`config.mk`:
```
export PLATFORM = sky130hd
export DESIGN_NAME = rx_ring_writer_flat
export DESIGN_NICKNAME = d
export VERILOG_FILES = /design/src/rtl/rx_ring_writer_if.sv /design/src/rtl/rx_ring_writer.sv /design/src/flat_wrapper.sv
export SDC_FILE = /design/constraint.sdc
export NUM_CORES = 1
export LEC_CHECK = 0
export BUFFER_PORTS_ARGS = -buffer_cell sky130_fd_sc_hd__buf_2
export CAP_MARGIN = 10
export CORE_UTILIZATION = 51
export DETAILED_ROUTE_END_ITERATION = 7
export GPL_ROUTABILITY_DRIVEN = 1
export GPL_TIMING_DRIVEN = 0
export PLACE_DENSITY_LB_ADDON = 0.15
export SYNTH_ARGS = -nofsm -noshare
export SYNTH_HDL_FRONTEND = slang
export SYNTH_SLANG_ARGS = --single-unit
export TNS_END_PERCENT = 30
```
`constraint.sdc`:
```
create_clock -name i_wb_clk -period 5.2 [get_ports i_wb_clk]
set_input_delay 0.26 -clock i_wb_clk [delete_from_list [all_inputs] [get_ports i_wb_clk]]
set_output_delay 0.26 -clock i_wb_clk [all_outputs]
set_load 0.01 [all_outputs]
```
`src/rtl/rx_ring_writer_if.sv`:
```
// Wishbone-style point-to-point bus used on both sides of rx_ring_writer.
// The master modport belongs to the initiator (drives address, data and
// strobes). The slave modport belongs to the responder (drives ack).
interface rx_ring_writer_if;
    logic [31:0] adr;
    logic        cyc;
    logic        we;
    logic [3:0]  sel;
    logic [31:0] dat;
    logic        ack;

    modport master (
        output adr,
        output cyc,
        output we,
        output sel,
        output dat,
        input  ack
    );

    modport slave (
        input  adr,
        input  cyc,
        input  we,
        input  sel,
        input  dat,
        output ack
    );
endinterface

```
`src/rtl/rx_ring_writer.sv`:
```
// rx_ring_writer: buffers bytes received from uart_rx in a small FIFO and
// writes each byte, zero-extended to a 32-bit word, into a RAM ring buffer.
// The block also arbitrates the single RAM port between the CPU, which has
// priority, and its own DMA writes. DMA words are inserted only in IDLE slots
// where the CPU is not requesting the bus.
module rx_ring_writer #(
    parameter logic [31:0] ADR_LL     = 32'h00C00000,
    parameter logic [31:0] ADR_UL     = 32'h00C10000,
    parameter int          FIFO_DEPTH = 4,
    localparam int         LVL_W      = $clog2(FIFO_DEPTH) + 1
) (
    input  logic               i_wb_clk,
    input  logic               i_wb_rst,
    input  logic [7:0]         i_rx_dat,
    input  logic               i_rx_done,
    rx_ring_writer_if.slave    cpu,
    rx_ring_writer_if.master   ram,
    input  logic               i_ovf_clr,
    output logic [31:0]        o_wr_ptr,
    output logic               o_overflow,
    output logic [LVL_W-1:0]   o_fifo_level
);

    localparam int AW = (FIFO_DEPTH > 1) ? $clog2(FIFO_DEPTH) : 1;

    typedef enum logic [1:0] {
        ST_IDLE = 2'd0,
        ST_CPU  = 2'd1,
        ST_DMA  = 2'd2
    } state_t;

    // Next ring address after a completed word. The add is 32 bits wide;
    // reaching or passing the top wraps to the base.
    function automatic logic [31:0] next_ring_adr(input logic [31:0] cur);
        logic [31:0] sum;
        sum = cur + 32'd4;
        if (sum >= ADR_UL) begin
            return ADR_LL;
        end else begin
            return sum;
        end
    endfunction

    state_t            state_q;
    state_t            state_d;

    logic [7:0]        mem_q [FIFO_DEPTH];
    logic [AW-1:0]     rd_idx_q;
    logic [AW-1:0]     wr_idx_q;
    logic [LVL_W-1:0]  level_q;
    logic [LVL_W-1:0]  level_d;
    logic [31:0]       wr_ptr_q;
    logic [31:0]       wr_ptr_d;
    logic              overflow_q;
    logic              overflow_d;

    logic              fifo_empty_s;
    logic              fifo_full_s;
    logic              pop_s;
    logic              push_s;
    logic              drop_s;

    logic [31:0]       ram_adr_s;
    logic              ram_cyc_s;
    logic              ram_we_s;
    logic [3:0]        ram_sel_s;
    logic [31:0]       ram_dat_s;
    logic              cpu_ack_s;

    assign fifo_empty_s = (level_q == LVL_W'(0));
    assign fifo_full_s  = (level_q == LVL_W'(FIFO_DEPTH));

    // A DMA word retires when the RAM acks it; only then is the head byte
    // released, so an aborted cycle never loses its place in the ring.
    assign pop_s  = (state_q == ST_DMA) && ram.ack && !fifo_empty_s;
    // A byte arriving on a full FIFO still fits if the head leaves this cycle.
    assign push_s = i_rx_done && (!fifo_full_s || pop_s);
    assign drop_s = i_rx_done && fifo_full_s && !pop_s;

    // Arbiter next-state: CPU first, DMA only from IDLE with no CPU request.
    always_comb begin
        state_d = state_q;
        case (state_q)
            ST_IDLE: begin
                if (cpu.cyc) begin
                    state_d = ST_CPU;
                end else if (!fifo_empty_s) begin
                    state_d = ST_DMA;
                end else begin
                    state_d = ST_IDLE;
                end
            end
            ST_CPU: begin
                // A CPU that withdraws its cycle without an ack releases the
                // bus too, so the arbiter cannot stick here.
                if (ram.ack || !cpu.cyc) begin
                    state_d = ST_IDLE;
                end else begin
                    state_d = ST_CPU;
                end
            end
            ST_DMA: begin
                if (ram.ack) begin
                    state_d = ST_IDLE;
                end else begin
                    state_d = ST_DMA;
                end
            end
            default: begin
                state_d = ST_IDLE;
            end
        endcase
    end

    // RAM bus mux: CPU pass-through in IDLE/CPU, fixed byte-write in DMA.
    always_comb begin
        ram_adr_s = 32'h0000_0000;
        ram_cyc_s = 1'b0;
        ram_we_s  = 1'b0;
        ram_sel_s = 4'b0000;
        ram_dat_s = 32'h0000_0000;
        cpu_ack_s = 1'b0;
        case (state_q)
            ST_IDLE: begin
                // The CPU gets the bus in the same cycle it asks for it.
                // A stray RAM ack here is not forwarded.
                if (cpu.cyc) begin
                    ram_adr_s = cpu.adr;
                    ram_cyc_s = 1'b1;
                    ram_we_s  = cpu.we;
                    ram_sel_s = cpu.sel;
                    ram_dat_s = cpu.dat;
                end else begin
                    ram_cyc_s = 1'b0;
                end
            end
            ST_CPU: begin
                ram_adr_s = cpu.adr;
                ram_cyc_s = cpu.cyc;
                ram_we_s  = cpu.we;
                ram_sel_s = cpu.sel;
                ram_dat_s = cpu.dat;
                cpu_ack_s = ram.ack;
            end
            ST_DMA: begin
                ram_adr_s = wr_ptr_q;
                ram_cyc_s = 1'b1;
                ram_we_s  = 1'b1;
                ram_sel_s = 4'b1111;
                ram_dat_s = {24'h00_0000, mem_q[rd_idx_q]};
            end
            default: begin
                ram_cyc_s = 1'b0;
            end
        endcase
    end

    // Reset must silence the bus at once, even while the CPU is requesting,
    // so the strobes are gated directly by the asynchronous reset.
    assign ram.adr = ram_adr_s;
    assign ram.cyc = ram_cyc_s & ~i_wb_rst;
    assign ram.we  = ram_we_s  & ~i_wb_rst;
    assign ram.sel = ram_sel_s;
    assign ram.dat = ram_dat_s;
    assign cpu.ack = cpu_ack_s & ~i_wb_rst;

    // Next values for FIFO level, ring pointer and sticky overflow flag.
    always_comb begin
        level_d    = level_q;
        wr_ptr_d   = wr_ptr_q;
        overflow_d = overflow_q;
        case ({push_s, pop_s})
            2'b10:   level_d = level_q + LVL_W'(1);
            2'b01:   level_d = level_q - LVL_W'(1);
            default: level_d = level_q;
        endcase
        if (pop_s) begin
            wr_ptr_d = next_ring_adr(wr_ptr_q);
        end else begin
            wr_ptr_d = wr_ptr_q;
        end
        // A drop in the same cycle as a clear wins, so no loss goes unseen.
        if (drop_s) begin
            overflow_d = 1'b1;
        end else if (i_ovf_clr) begin
            overflow_d = 1'b0;
        end else begin
            overflow_d = overflow_q;
        end
    end

    // Control state: arbiter, FIFO indices/level, ring pointer, overflow.
    always_ff @(posedge i_wb_clk or posedge i_wb_rst) begin
        if (i_wb_rst) begin
            state_q    <= ST_IDLE;
            rd_idx_q   <= '0;
            wr_idx_q   <= '0;
            level_q    <= '0;
            wr_ptr_q   <= ADR_LL;
            overflow_q <= 1'b0;
        end else begin
            state_q    <= state_d;
            level_q    <= level_d;
            wr_ptr_q   <= wr_ptr_d;
            overflow_q <= overflow_d;
            if (push_s) begin
                wr_idx_q <= wr_idx_q + AW'(1);
            end else begin
                wr_idx_q <= wr_idx_q;
            end
            if (pop_s) begin
                rd_idx_q <= rd_idx_q + AW'(1);
            end else begin
                rd_idx_q <= rd_idx_q;
            end
        end
    end

    // FIFO storage: data only, validity is tracked by the level counter.
    always_ff @(posedge i_wb_clk) begin
        if (push_s) begin
            mem_q[wr_idx_q] <= i_rx_dat;
        end
    end

    assign o_wr_ptr     = wr_ptr_q;
    assign o_overflow   = overflow_q;
    assign o_fifo_level = level_q;

endmodule

```
`src/flat_wrapper.sv`:
```
// flat-port wrapper written by rule: the top's interface ports become plain ports
module rx_ring_writer_flat 
#(
    parameter logic [31:0] ADR_LL     = 32'h00C00000,
    parameter logic [31:0] ADR_UL     = 32'h00C10000,
    parameter int          FIFO_DEPTH = 4,
    localparam int         LVL_W      = $clog2(FIFO_DEPTH) + 1
)
  (i_wb_clk, i_wb_rst, i_rx_dat, i_rx_done, i_ovf_clr, o_wr_ptr, o_overflow, o_fifo_level, cpu_adr, cpu_cyc, cpu_we, cpu_sel, cpu_dat, cpu_ack, ram_adr, ram_cyc, ram_we, ram_sel, ram_dat, ram_ack);
  rx_ring_writer_if cpu_i ();
  rx_ring_writer_if ram_i ();
  input  logic i_wb_clk;
  input  logic i_wb_rst;
  input  logic [7:0] i_rx_dat;
  input  logic i_rx_done;
  input  logic i_ovf_clr;
  output logic [31:0] o_wr_ptr;
  output logic o_overflow;
  output logic [LVL_W-1:0] o_fifo_level;
  input wire logic [$bits(cpu_i.adr)-1:0] cpu_adr;
  input wire logic [$bits(cpu_i.cyc)-1:0] cpu_cyc;
  input wire logic [$bits(cpu_i.we)-1:0] cpu_we;
  input wire logic [$bits(cpu_i.sel)-1:0] cpu_sel;
  input wire logic [$bits(cpu_i.dat)-1:0] cpu_dat;
  output wire logic [$bits(cpu_i.ack)-1:0] cpu_ack;
  output wire logic [$bits(ram_i.adr)-1:0] ram_adr;
  output wire logic [$bits(ram_i.cyc)-1:0] ram_cyc;
  output wire logic [$bits(ram_i.we)-1:0] ram_we;
  output wire logic [$bits(ram_i.sel)-1:0] ram_sel;
  output wire logic [$bits(ram_i.dat)-1:0] ram_dat;
  input wire logic [$bits(ram_i.ack)-1:0] ram_ack;
  assign cpu_i.adr = cpu_adr;
  assign cpu_i.cyc = cpu_cyc;
  assign cpu_i.we = cpu_we;
  assign cpu_i.sel = cpu_sel;
  assign cpu_i.dat = cpu_dat;
  assign cpu_ack = cpu_i.ack;
  assign ram_adr = ram_i.adr;
  assign ram_cyc = ram_i.cyc;
  assign ram_we = ram_i.we;
  assign ram_sel = ram_i.sel;
  assign ram_dat = ram_i.dat;
  assign ram_i.ack = ram_ack;
  rx_ring_writer #(.ADR_LL(ADR_LL), .ADR_UL(ADR_UL), .FIFO_DEPTH(FIFO_DEPTH)) u_core (.i_wb_clk(i_wb_clk), .i_wb_rst(i_wb_rst), .i_rx_dat(i_rx_dat), .i_rx_done(i_rx_done), .cpu(cpu_i), .ram(ram_i), .i_ovf_clr(i_ovf_clr), .o_wr_ptr(o_wr_ptr), .o_overflow(o_overflow), .o_fifo_level(o_fifo_level));
endmodule
```
==> results of run 1 <==
==> synth_stat cells, types with 2 or more instances <==
library cell,instances
a211o_1,2
a21oi_1,11
a22o_1,49
a311oi_1,2
and2_1,40
and3_1,8
and4_1,3
buf_1,2
buf_2,7
buf_4,3
buf_6,2
clkbuf_1,15
dfrtp_1,38
dfstp_2,2
edfxtp_1,32
ha_1,6
inv_1,10
inv_2,3
mux2i_1,3
mux4_2,8
nand2_1,29
nand3_1,11
nand4_1,8
nor2_1,17
nor2b_1,5
nor3_1,10
nor3b_1,3
nor4_1,6
nor4_2,2
nor4_4,2
o2111a_1,2
o21ai_0,9
o21ai_1,10
o22a_1,2
or2_1,2
or3_1,2
xnor2_1,6
xor2_1,6
==> logic make-up (layout without fill, tap and decap cells) <==
| logic type | after synthesis | count (layout) | share of synthesized area |
|---|---|---|---|
| adders and majority gates | 7 | 7 | 0.02257 |
| DFF | 72 | 72 | 0.4662 |
| buffers and inverters | 43 | 246 | 0.04661 |
| xor gates and xnor gates | 12 | 12 | 0.02494 |
| muxes | 13 | 13 | 0.05522 |
| other | 1 | 2 | 0.0008899 |
| and+or+nand+nor | 155 | 155 | 0.2173 |
| AOI/OAI and AO/OA | 93 | 93 | 0.1663 |
==> critical path: cells and delay by family (launching register included) <==
kind	cells	cell delay, ns
AND/OR/NAND/NOR	4	0.80
adder cells (fa/ha/maj)	2	0.68
XOR/XNOR	2	0.30
flip-flops	1	0.42
buffers and inverters	4	0.83
==> power by group through the flow <==
stage | clock network (mW) | registers, mW | logic (mW)
floorplan | 0 | 0.772 | 0.557
detailed placement | 0 | 0.777 | 0.918
global route | 0.547 | 0.778 | 0.993
CTS | 0.527 | 0.766 | 0.922
finish | 0.521 | 0.767 | 0.916
global placement | 0 | 0.770 | 0.889
==> layout make-up <==
cell class | instances | area, um^2 | share of cell area
multi-input cells | 282 | 2057 | 0.3730
flip-flops and latches | 72 | 1964 | 0.3563
repair buffers | 187 | 935.9 | 0.1697
plain buffers | 29 | 143.9 | 0.02609
well taps | 102 | 127.6 | 0.02314
clock buffers | 9 | 123.9 | 0.02246
clock inverters | 7 | 108.9 | 0.01974
inverters | 14 | 52.55 | 0.009530
==> metrics by stage <==
step / std cells / total power, mW / worst slack (ns) / util
finish: 702 / 2.204 / 2.095 / 0.7026
global route: 702 / 2.318 / 1.927 / 0.7026
CTS: 702 / 2.214 / 2.140 / 0.7026
detailed placement: 686 / 1.695 / 2.195 / 0.6730
global placement: 686 / 1.659 / 2.236 / 0.6730
floorplan: 397 / 1.329 / 2.574 / -
==> final timing paths <==
kind                              startpoint                     end  slack (ns)  cells past startpoint
setup / recovery           u_core.state_q[1]  u_core.o_fifo_level[2]        2.10                     12
hold / removal                     i_ovf_clr       u_core.o_overflow         0.1                      2
setup reg to reg           u_core.state_q[1]  u_core.o_fifo_level[2]        2.10                     12
hold reg to reg            u_core.state_q[0]       u_core.state_q[1]        0.52                      1
max in group asynchronous           i_wb_rst      u_core.o_wr_ptr[5]        4.56                      2
min in group asynchronous           i_wb_rst     u_core.o_wr_ptr[11]        0.11                      2
==> sequential cells by signal, indices dropped and copies added (netlist names) <==
signal and cells:
u_core.state_q 2, u_core.wr_idx_q 2, u_core.o_overflow 1, u_core.mem_q 32, u_core.rd_idx_q 2, u_core.o_fifo_level 3
u_core.o_wr_ptr 30
==> layer usage <==
metal  vias up  part of all wire  GRT usage  wire, um
li1       1866                 -          -         -
met1      1909              0.41     0.3804      5187
met2       218              0.49     0.5049      6208
met4         0             0.012    0.09872       148
met3        15             0.083    0.03941      1044
met5         -                 0          0         0
==> flow_metrics.py, run 1 <==
metrics = {
    "outcome": {
        "outcome": "complete, no violations",
    },
    "placed_design": {
        "gp_congestion": 0.8956,
        "dp_hpwl_um": 9220,
        "placed_area_um2": 5281,
        "io_buffers": 187,
    },
    "routing": {
        "postRouteAntennaNets": 0,
        "num_vias": 4008,
        "first_iter_violations": 286,
        "drc": 0,
        "vias_per_cell": 5.709,
        "dr.pass1.iters": 5,
        "wirelength_um": 12590,
        "drt-wirelength-per-cell_um": 17.93,
    },
    "setup_path": {
        "cp_slowest_cell": "clkbuf_1",
        "cp.arrival_ns": 3.39,
        "cp-end-kind": "flip-flop",
        "critical-path-max-stage-delay_ns": 0.43,
        "path_common_cell": "xor2_1",
        "required_ns": 5.49,
        "critical_path_class": "reg2reg",
        "cp_cell_sequence": "nor2b_1 -> nand2_1 -> or2_1 -> buf_2 -> inv_2 -> clkbuf_1 -> ha_1 -> inv_1 -> fa_1 -> xor2_1 -> nor2_1 -> xor2_1",
        "path_max_fanout": 10,
        "startpoint_type": "flip-flop",
    },
    "timing": {
        "max_freq_mhz": 322.1,
        "final.setup.tns_ns": 0,
        "relSlewSlack": 0.4365,
        "worstMarginPinSlew_ns": 0.8440,
        "slew_viol_final": 0,
        "hold_ws_ns": 0.09584,
        "period_minus_slack_ns": 3.105,
        "finalHoldViolCount": 0,
        "setup_viol": 0,
        "grt_setup_unrepaired": "false",
        "finalClockSkew_ns": 0.009086,
        "period_share": 0.5971,
    },
    "synth": {
        "avgSynthCellArea_um2": 10.64,
        "syn_inst": 396,
        "synth_top_area_frac": 0.2280,
        "ys_ff_latch": 72,
        "postSynth.asyncResetShare": 0.5556,
        "synth_warnings": 0,
        "synthesis.area_um2": 4214,
        "synth-edff-count": 32,
        "ys_types": 56,
        "yosysSeqAreaShare": 0.4662,
        "ys.flop_type": "dfrtp_1",
        "synth_top_area_cell": "edfxtp_1",
        "synth.area.top_cells": "edfxtp_1 23%, dfrtp_1 23%, a22o_1 10%, and2_1 5.9%, mux4_2 4.3%",
    },
    "final_layout": {
        "mostFrequentLayoutCell": "buf_2",
        "syn2layout_area_growth_pct": 30.85,
        "final_layout_size_suffix_gt1_frac": 0.3983,
        "final_nets": 685,
        "mostFrequentLayoutCells": "194 x buf_2, 49 x a22o_1, 40 x and2_1",
        "fin_area_um2": 5514,
        "antenna_cells": 0,
        "fill_cells": 603,
    },
    "floorplanning": {
        "die_x_um": 92.90,
        "start_util": 0.5370,
        "dieHeight_um": 92.90,
        "rows": 32,
        "core_region_area_um2": 7848,
        "io_pins": 190,
        "dieArea_um2": 8630,
    },
    "global_route": {
        "grt_pass1_vias": 3699,
        "grt-ovfl-total": 0,
        "grt_pass1_wl_um": 18930,
        "grt_max_degree": 41,
        "antenna_found_initial": 0,
        "track_usage": 0.2932,
    },
    "power": {
        "power.internal_mw": 1.364,
        "leakage_nw": 2.750,
        "ir_drop_uv": 304.1,
        "switching_power_mw": 0.8407,
        "clock_power_share": 0.236,
        "combPwrFrac": 0.416,
        "switching_share": 0.3814,
        "power.density_nw_per_um2": 399.8,
        "power_frac_seq": 0.348,
    },
    "clock_tree": {
        "ctsResizeCount": 0,
        "clock_path_buffers": 2,
        "cts_sinks": 72,
        "cts_setup_buffers": 0,
        "ctsHoldBuffers": 0,
        "cts.clk_slew.worst_paths_ns": 0.09,
        "root_buffer": "clkbuf_8",
        "cts_buffers": 9,
        "clkLatencyLatePin_ns": 0.36,
        "tritoncts": "built",
        "htree_levels": 3,
    },
    "min_path": {
        "worstHoldPathType": "in2reg",
    },
    "flow_run": {
        "maxCapViolations": 0,
    },
}
(Power assumes the default switching activity.)
==> run 2, diff against run 1 <==
--- a/config.mk
+++ b/config.mk
@@ -5,9 +5,10 @@
 export SDC_FILE = /design/constraint.sdc
 export NUM_CORES = 1
 export LEC_CHECK = 0
+export ABC_AREA = 1
 export BUFFER_PORTS_ARGS = -buffer_cell sky130_fd_sc_hd__buf_2
 export CAP_MARGIN = 10
-export CORE_UTILIZATION = 51
+export CORE_UTILIZATION = 50
 export DETAILED_ROUTE_END_ITERATION = 7
 export GPL_ROUTABILITY_DRIVEN = 1
 export GPL_TIMING_DRIVEN = 0
==> constraint.sdc (replaced) <==
create_clock -name i_wb_clk -period 3 [get_ports i_wb_clk]
set_input_delay 0.15 -clock i_wb_clk [delete_from_list [all_inputs] [get_ports i_wb_clk]]
set_output_delay 0.15 -clock i_wb_clk [all_outputs]
set_load 0.01 [all_outputs]
==> run 2 against run 1 <==
Maximum frequency up 9.3%. Clock skew down 0.00071 ns. Non-clock buffer count up 10. Critical path depth unchanged. Sequential share of layout area down 4.5 points. Synthesized cell count up 84%. Via count up 43%. Area after synthesis up 18%. Final area up 15%. Highest routed layer unchanged.
==> flow_metrics.py, run 2 <==
metrics = {
    "min_path": {
        "worstHoldPathType": "in2reg",
    },
    "synth": {
        "ys_types": 35,
        "synth_compound_area_frac": 0.1123,
        "synth_most_common_cell": "nand2_1",
        "synth_top_area_cell": "edfxtp_1",
        "muxShareOfSynthArea": 0,
        "ys.flop_type": "dfrtp_1",
        "synthAdderAreaFrac": 0.01909,
        "synthTopCellsByCount": "215 x nand2_1, 115 x nor2_1, 82 x inv_1, 71 x nand3_1, 42 x a21oi_1",
        "syn_inst": 729,
        "synth_top_area_frac": 0.1929,
        "avgSynthCellArea_um2": 6.833,
        "synth_xor_xnor_area_share": 0.01055,
        "ys_ff_latch": 72,
        "synth.area.top_cells": "edfxtp_1 19%, dfrtp_1 19%, nand2_1 16%, nor2_1 8.7%, nand3_1 7.1%",
        "postSynth.asyncResetShare": 0.5556,
        "synthSimpleGateAreaFrac": 0.3655,
        "synth_top_family_by_area": "simple AND/OR/NAND/NOR gates",
        "yosysSeqAreaShare": 0.3944,
        "synthesis.area_um2": 4981,
        "synth_warnings": 0,
        "synth-edff-count": 32,
    },
    "routing": {
        "wirelength_um": 17050,
        "drc": 0,
        "vias_per_cell": 5.363,
        "drt-wirelength-per-cell_um": 15.93,
        "dr.pass1.iters": 5,
        "num_vias": 5738,
        "first_iter_violations": 395,
        "postRouteAntennaNets": 0,
    },
    "outcome": {
        "outcome": "complete, no violations",
    },
    "global_route": {
        "use_met2": 0.5530,
        "met3_usage": 0.05540,
        "track_usage": 0.3379,
        "grt-ovfl-total": 0,
        "grt_max_degree": 41,
        "grt_pass1_wl_um": 26210,
        "grtUsageMet1": 0.4442,
        "top_usage_layer": "met2",
        "grt_pass1_vias": 5259,
        "antenna_found_initial": 0,
    },
    "timing": {
        "period_share": 0.9471,
        "setup_viol": 0,
        "grt_setup_unrepaired": "false",
        "finalClockSkew_ns": 0.008376,
        "max_freq_mhz": 352.0,
        "worst_slack_ns": 0.1588,
        "slew_viol_final": 0,
        "worstMarginPinSlew_ns": 0.9017,
        "hold_ws_ns": 0.004133,
        "relSlewSlack": 0.3980,
        "period_minus_slack_ns": 2.841,
        "finalHoldViolCount": 0,
    },
    "floorplanning": {
        "start_util": 0.5120,
        "io_pins": 190,
        "core_region_area_um2": 9729,
        "rows": 36,
        "dieHeight_um": 101.8,
        "die_x_um": 101.8,
        "dieArea_um2": 10370,
    },
    "clock_tree": {
        "tritoncts": "built",
        "cts_buffers": 9,
        "htree_levels": 3,
        "cts_sinks": 72,
        "clkLatencyLatePin_ns": 0.37,
        "clock_path_buffers": 2,
        "cts_setup_buffers": 0,
        "cts.clk_slew.worst_paths_ns": 0.09,
        "root_buffer": "clkbuf_8",
    },
    "setup_path": {
        "startpoint_type": "flip-flop",
        "critical_path_class": "reg2reg",
        "required_ns": 3.25,
        "cp.arrival_ns": 3.09,
        "path_max_fanout": 10,
        "cp-end-kind": "flip-flop",
    },
    "placed_design": {
        "gp_congestion": 0.9479,
        "dp_hpwl_um": 12850,
        "dp_slack_ns": -0.07176,
        "io_buffers": 187,
    },
    "final_layout": {
        "fin_util": 0.6493,
        "mostFrequentLayoutCell": "nand2_1",
        "largest-register": "u_core.mem_q",
        "largest_reg_flops": 32,
        "mostFrequentLayoutCells": "215 x nand2_1, 188 x buf_2, 114 x nor2_1",
        "final_layout_size_suffix_gt1_frac": 0.2732,
        "final_nets": 1022,
        "syn2layout_area_growth_pct": 26.83,
        "antenna_cells": 0,
    },
    "power": {
        "power.density_nw_per_um2": 739.8,
        "ir_drop_uv": 529.7,
        "leakage_nw": 3.116,
    },
    "flow_run": {
        "maxCapViolations": 0,
    },
}
## run 2: changes by cell type in the layout (fill, tap and decap cells not counted), moves of 9 or more
cell,before,now
a21oi_1,11,42
a22o_1,49,0
inv_1,9,81
o21ai_2,0,18
nand2_1,29,215
nor2_1,17,114
nand3_1,11,71
and2_1,40,1
o32ai_1,0,9
o21ai_1,10,0
## run 2: final cells by class
| class | instances | area [um^2] |
|---|---|---|
| clock buffer | 9 | 123.9 |
| multi-input combinational | 536 | 2544 |
| fill | 907 | 3412 |
| timing repair buffer | 191 | 975.9 |
| tap | 133 | 166.4 |
| clock inverter | 7 | 56.30 |
| sequential | 72 | 1964 |
| inverter | 87 | 326.6 |
| buffer | 35 | 160.2 |
## run 2: critical path: stages (launching register included)
cell	delay, ns
dfrtp_1	0.32
buf_2	0.15
inv_2	0.11
nor2_1	0.19
inv_2	0.13
nor3_4	0.39
clkbuf_2	0.37
ha_1	0.21
inv_1	0.07
fa_1	0.37
a21oi_1	0.14
o21ai_0	0.11
xor2_1	0.16
## run 2: logic make-up after synthesis
group / count (synthesis)
compound gates: 89
xor+xnor: 6
fa+ha+maj: 7
buf+inv: 122
flops: 72
other cells: 1
simple gates: 432
## run 2: worst paths after layout
check | startpoint | endpoint | slack [ns] | cells after the start
max in group asynchronous | i_wb_rst | u_core.o_wr_ptr[25] | 2.43 | 2
max reg2reg | u_core.state_q[1] | u_core.o_fifo_level[2] | 0.16 | 12
min in group asynchronous | i_wb_rst | u_core.rd_idx_q[1] | 0.01 | 2
min reg2reg | u_core.o_overflow | u_core.o_overflow | 0.55 | 2
max | u_core.state_q[1] | u_core.o_fifo_level[2] | 0.16 | 12
min | i_rx_dat[2] | u_core.mem_q[0][2] | 0.004 | 1
## run 2: per-stage QoR
step | total power [mW] | std cells | TNS, ns | cell area (um^2)
after detailed placement | 3.917 | 1050 | -0.07176 | 6087
after global placement | 3.855 | 1050 | -0.005834 | 6087
after CTS | 4.642 | 1070 | 0 | 6309
after global routing | 4.975 | 1070 | 0 | 6317
final | 4.674 | 1070 | 0 | 6317
after floorplan | 2.930 | 730 | 0 | 4985
## run 2: timing repair
action / 4_1_cts / 5_1_grt
resized for setup: 1 / 2
endpoints found under the setup margin: 1 / 34
hold endpoints to repair: 13 / 0
hold buffers: 4 / 0
gates cloned: 0 / 0
pin swaps: 0 / 0
## run 2: report_power, final
part           internal (mW)  switching, mW
Combinational          0.829           1.72
Sequential              1.24          0.153
Clock                  0.308          0.420
## run 2: layer usage
layer	routed length (um)	vias up	share of wire
met1	7053	2640	0.41
met3	1738	42	0.10
li1	-	2730	-
met4	433	0	0.025
met5	0	-	0
met2	7821	326	0.46
